==> src/rtl/demux_pkg.sv <==
// rtl/demux_pkg.sv - shared types and constants for the two-way stream demultiplexer
package demux_pkg;

    typedef enum logic {
        EMPTY = 1'b0,
        FULL  = 1'b1
    } lane_state_t;

    localparam logic LANE0 = 1'b0;
    localparam logic LANE1 = 1'b1;

    localparam int DEFAULT_CNT_W = 8;

endpackage

==> src/rtl/lane_reg.sv <==
// rtl/lane_reg.sv - one-entry output lane register with EMPTY/FULL control and delivery counter
module lane_reg
    import demux_pkg::*;
#(
    parameter int WIDTH = 8,
    parameter int CNT_W = DEFAULT_CNT_W
) (
    input  logic             clk,
    input  logic             rst_n,
    input  logic             load,
    input  logic [WIDTH-1:0] d,
    output logic             valid,
    input  logic             ready,
    output logic [WIDTH-1:0] q,
    output logic             free,
    output logic [CNT_W-1:0] count
);

    localparam logic [CNT_W-1:0] CNT_ONE = {{(CNT_W-1){1'b0}}, 1'b1};

    lane_state_t state_q;
    lane_state_t state_d;

    always_ff @(posedge clk or negedge rst_n) begin
        if (!rst_n) begin
            state_q <= EMPTY;
        end else begin
            state_q <= state_d;
        end
    end

    // A load wins over a drain, so a word can pass through a full lane without a bubble.
    always_comb begin
        state_d = state_q;
        if (load) begin
            state_d = FULL;
        end else if (state_q == FULL && ready) begin
            state_d = EMPTY;
        end
    end

    assign valid = (state_q == FULL);
    assign free  = (state_q == EMPTY) || ready;

    always_ff @(posedge clk or negedge rst_n) begin
        if (!rst_n) begin
            q <= '0;
        end else if (load) begin
            q <= d;
        end
    end

    always_ff @(posedge clk or negedge rst_n) begin
        if (!rst_n) begin
            count <= '0;
        end else if (valid && ready) begin
            count <= count + CNT_ONE;
        end
    end

endmodule

==> src/rtl/stream_demux2.sv <==
// rtl/stream_demux2.sv - two-way valid/ready stream demultiplexer, steer or alternate mode
module stream_demux2
    import demux_pkg::*;
#(
    parameter int WIDTH = 8,
    parameter int CNT_W = DEFAULT_CNT_W
) (
    input  logic             clk,
    input  logic             rst_n,
    input  logic [WIDTH-1:0] in_data,
    input  logic             in_sel,
    input  logic             in_mode,
    input  logic             in_valid,
    output logic             in_ready,
    output logic [WIDTH-1:0] out0_data,
    output logic             out0_valid,
    input  logic             out0_ready,
    output logic [WIDTH-1:0] out1_data,
    output logic             out1_valid,
    input  logic             out1_ready,
    output logic [CNT_W-1:0] count0,
    output logic [CNT_W-1:0] count1,
    output logic             next_lane
);

    logic tgt;
    logic free0;
    logic free1;
    logic hs;
    logic load0;
    logic load1;

    assign tgt      = in_mode ? next_lane : in_sel;
    assign in_ready = (tgt == LANE1) ? free1 : free0;
    assign hs       = in_valid && in_ready;
    assign load0    = hs && (tgt == LANE0);
    assign load1    = hs && (tgt == LANE1);

    // next_lane survives mode switches; only alternate-mode accepts advance it.
    always_ff @(posedge clk or negedge rst_n) begin
        if (!rst_n) begin
            next_lane <= LANE0;
        end else if (hs && in_mode) begin
            next_lane <= ~next_lane;
        end
    end

    lane_reg #(
        .WIDTH (WIDTH),
        .CNT_W (CNT_W)
    ) u_lane0 (
        .clk   (clk),
        .rst_n (rst_n),
        .load  (load0),
        .d     (in_data),
        .valid (out0_valid),
        .ready (out0_ready),
        .q     (out0_data),
        .free  (free0),
        .count (count0)
    );

    lane_reg #(
        .WIDTH (WIDTH),
        .CNT_W (CNT_W)
    ) u_lane1 (
        .clk   (clk),
        .rst_n (rst_n),
        .load  (load1),
        .d     (in_data),
        .valid (out1_valid),
        .ready (out1_ready),
        .q     (out1_data),
        .free  (free1),
        .count (count1)
    );

endmodule

==> config.mk <==
export PLATFORM = sky130hd
export DESIGN_NAME = stream_demux2
export DESIGN_NICKNAME = d
export VERILOG_FILES = /design/src/rtl/demux_pkg.sv /design/src/rtl/lane_reg.sv /design/src/rtl/stream_demux2.sv
export SDC_FILE = /design/constraint.sdc
export NUM_CORES = 1
export LEC_CHECK = 0
export ABC_AREA = 1
export CAP_MARGIN = 25
export CORE_MARGIN = 5
export CORE_UTILIZATION = 30
export CTS_BUF_LIST = sky130_fd_sc_hd__clkbuf_4
export CTS_CLUSTER_DIAMETER = 30
export CTS_CLUSTER_SIZE = 24
export DETAILED_ROUTE_END_ITERATION = 10
export HOLD_SLACK_MARGIN = 0.08
export REMOVE_ABC_BUFFERS = 1
export SYNTH_ARGS = -nofsm -noshare
export SYNTH_HDL_FRONTEND = slang
export SYNTH_SLANG_ARGS = --single-unit
==> constraint.sdc <==
create_clock -name clk -period 3.2 [get_ports clk]
set_input_delay 0.48 -clock clk [delete_from_list [all_inputs] [get_ports clk]]
set_output_delay 0.48 -clock clk [all_outputs]
set_load 0.01 [all_outputs]
==> results.ini <==
[power]
power-per-cell-area_nw_per_um2 = 796.0
relative_contribution_of_combinational_cells_to_total_power = 0.386
power.share.clock = 0.218
leakage_nw = 1.111
total_switching_power_mw = 0.6002
p_int_mw = 1.238
ir_drop_worst_case_vdd_uv = 307.1
power.switching_fraction = 0.3265
power_frac_seq = 0.396
total_power_mw = 1.838

[cts]
tritoncts.num_buffers = 5
worst_setup_hold_path_clk_slew_ps = 110
cts_hold_repair.buffers = 0
cts-resized-gates = 0
clock_tree.root_cell = clkbuf_4
htree_num_levels = 2
clockBufferDepth = 2
tritoncts = yes
clock_tree_sinks = 35
clkLatencyLatePin_ps = 330
cts.repair_timing.setup_buffer_count = 0

[layout]
finish.net_count = 243
final_util = 0.4273
final_layout_size_suffix_gt1_frac = 0.1674
area.growth.synth_to_final_pct = 40.70
diodes = 0
design_area_um2 = 2310
filler_cell_count = 549

[detailed_routing]
routed_wire_length_per_instance_um = 11.69
routed-via-count = 1252
antenna_left = 0
first_pass_iters = 5
routed_wl_mm = 3.494
detail_route.vias_per_cell = 4.187
first_iter_violations = 33
post-route-drc-count = 0

[worst_setup_path]
crit_arrival_ps = 1920
timing.rr.start = next_lane
startpoint_type = primary input
worst_ep_required_time_ps = 2720
r2r.worst_path.cells = 4
worst-setup-path-type = in2out
critPathLaunch = in_mode
crit-reg2reg-capture = u_lane0.q[6]
critical_path_peak_fanout = 4
r2r_setup_slack_ps = 2000
cp-end-kind = primary output

[floorplan]
num_io_pins = 51
floorplan.die.height_um = 83.97
core_region_area_um2 = 5405
initial_utilization = 0.3037
rows = 27
die-area_um2 = 7051
die_w_um = 83.97

[place]
pre_cts_slack_ps = 796.6
placement.io_buffers = 50
gp_congestion = 0.7949
detailed_place_hpwl_mm = 2.598
post_dp_cell_area_um2 = 2205

[yosys]
netlist.area_leader.share = 0.5335
synth-main-ff-cell = dfrtp_1
yosysWarningCount = 0
ys_top_cells_by_area = dfrtp_1 (53%), nand2_1 (10%), o21ai_2 (8.5%)
postSynthRegisterBits = 35
mappedNetlistArea_um2 = 1642
post_synthesis_average_cell_area_um2 = 9.600
synth-edff-count = 0
synth_async_sr_flop_share = 1.000
gate_count_after_technology_mapping = 171
yosys.area.top_type = dfrtp_1
synth.yosys.seq_area_share = 0.5335
synthDistinctLibCells = 22

[sta]
fin_setup_tns_ps = 0
period_share = 0.7491
worst_tran_pin_value_ps = 803.7
max_freq_mhz = 417.2
maxSlewViolCount = 0
finClkSkew_ps = 7.974
post-route-worst-setup-slack_ps = 803.0
min_period_ps = 2397
rsz0062_at_grt = no
setup_violations = 0
final_hold_viols = 0
timing.max_slew.rel_slack = 0.4642

[job]
maxCapViolCount = 0

[global_routing]
grt_overflow_total = 0
grt.total_usage = 0.1051
grt_pass1_wl_mm = 5.865
grt_antenna_before_repair = 0
grt_max_degree = 36
first_global_vias = 1255

[hold_path]
hold_path_class = in2async

[status]
run_status = complete, no violations

==> synthesized netlist by cell type (all sizes together), types with 2 or more instances <==
cell	number
buf	2
dfrtp	35
ha	2
inv	28
mux2	2
nand2	50
nand3	10
nand4	4
nor2	9
nor3	2
o21ai	16
xnor2	2
xor2	7
==> how the worst max path moves through the flow <==
stage / end / slack, ps
floorplan: in_ready / 1860
global placement: in_ready / 830
detailed placement: in_ready / 800
CTS: in_ready / 800
global route: in_ready / 750
finish: in_ready / 800
==> worst max-delay path, cell delays in order <==
cell             delay [ps]
clkdlybuf4s50_1         520
nand2_2                 110
nand2_2                 130
nand2_1                  60
nand2_1                  80
clkdlybuf4s50_1         540
==> metrics by stage <==
step	hold slack (ps)	std cells
2_1_floorplan	184.4	169
3_3_place_gp	464.3	291
3_5_place_dp	469.3	291
4_1_cts	236.7	299
5_1_grt	279.7	299
6_report	216.9	299
==> layout by cell type (no fill, tap or decap) <==
cell and count:
mux2_2 2, xnor2_1 2, inv_1 26, o21ai_2 16
ha_1 2, buf_2 1, nand2_1 45, inv_2 2
nand2_2 4, nand2_4 1, nand3_1 9, nor3_1 1
nor2_2 1, bufinv_16 2, nand3b_1 1, nor3_2 1
a21oi_1 1, nor2_1 8, nand4_1 3, clkbuf_4 6
xor2_1 7, clkdlybuf4s50_1 49, nand3_4 1, nand4_4 1
dfrtp_1 35
==> layout make-up <==
class / count / area (µm²) / area share
multi-input cells: 106 / 638.1 / 0.2763
clock buffers: 6 / 45.04 / 0.01950
well taps: 72 / 90.09 / 0.03900
flip-flops and latches: 35 / 875.8 / 0.3792
repair buffers: 50 / 495.5 / 0.2145
inverters: 28 / 105.1 / 0.04550
clock inverters: 2 / 60.06 / 0.02600
==> routing by layer <==
metal  wire length, µm  up-vias  track usage
li1                  -      642            -
met1              1573      578       0.1237
met2              1715       30       0.1728
met3               177        2      0.03455
met4                27        0      0.04825
met5                 0        -            0
==> sequential cells by signal (all words and copies together), names as in the netlist <==
| signal | count |
|---|---|
| u_lane1.count | 8 |
| u_lane0.valid | 1 |
| u_lane1.q | 8 |
| u_lane0.count | 8 |
| next_lane | 1 |
| u_lane1.valid | 1 |
| u_lane0.q | 8 |
==> power by group through the flow <==
| stage | logic, mW | clock network (mW) | registers, mW |
|---|---|---|---|
| 3_5_place_dp | 0.723 | 0 | 0.736 |
| 6_report | 0.709 | 0.401 | 0.728 |
| 2_1_floorplan | 0.262 | 0 | 0.787 |
| 4_1_cts | 0.725 | 0.420 | 0.731 |
| 5_1_grt | 0.777 | 0.436 | 0.754 |
| 3_3_place_gp | 0.711 | 0 | 0.737 |
==> kinds of logic after synthesis <==
family                   after synthesis  share of synthesized area
adder cells (fa/ha/maj)                2                    0.01524
XOR/XNOR                               9                    0.04802
flip-flops                            35                     0.5335
AO/OA/AOI/OAI                         17                    0.08841
buffers and inverters                 30                    0.07774
multiplexers                           2                    0.01372
AND/OR/NAND/NOR                       76                     0.2233
Note: power is estimated with default switching activity, not from simulation.
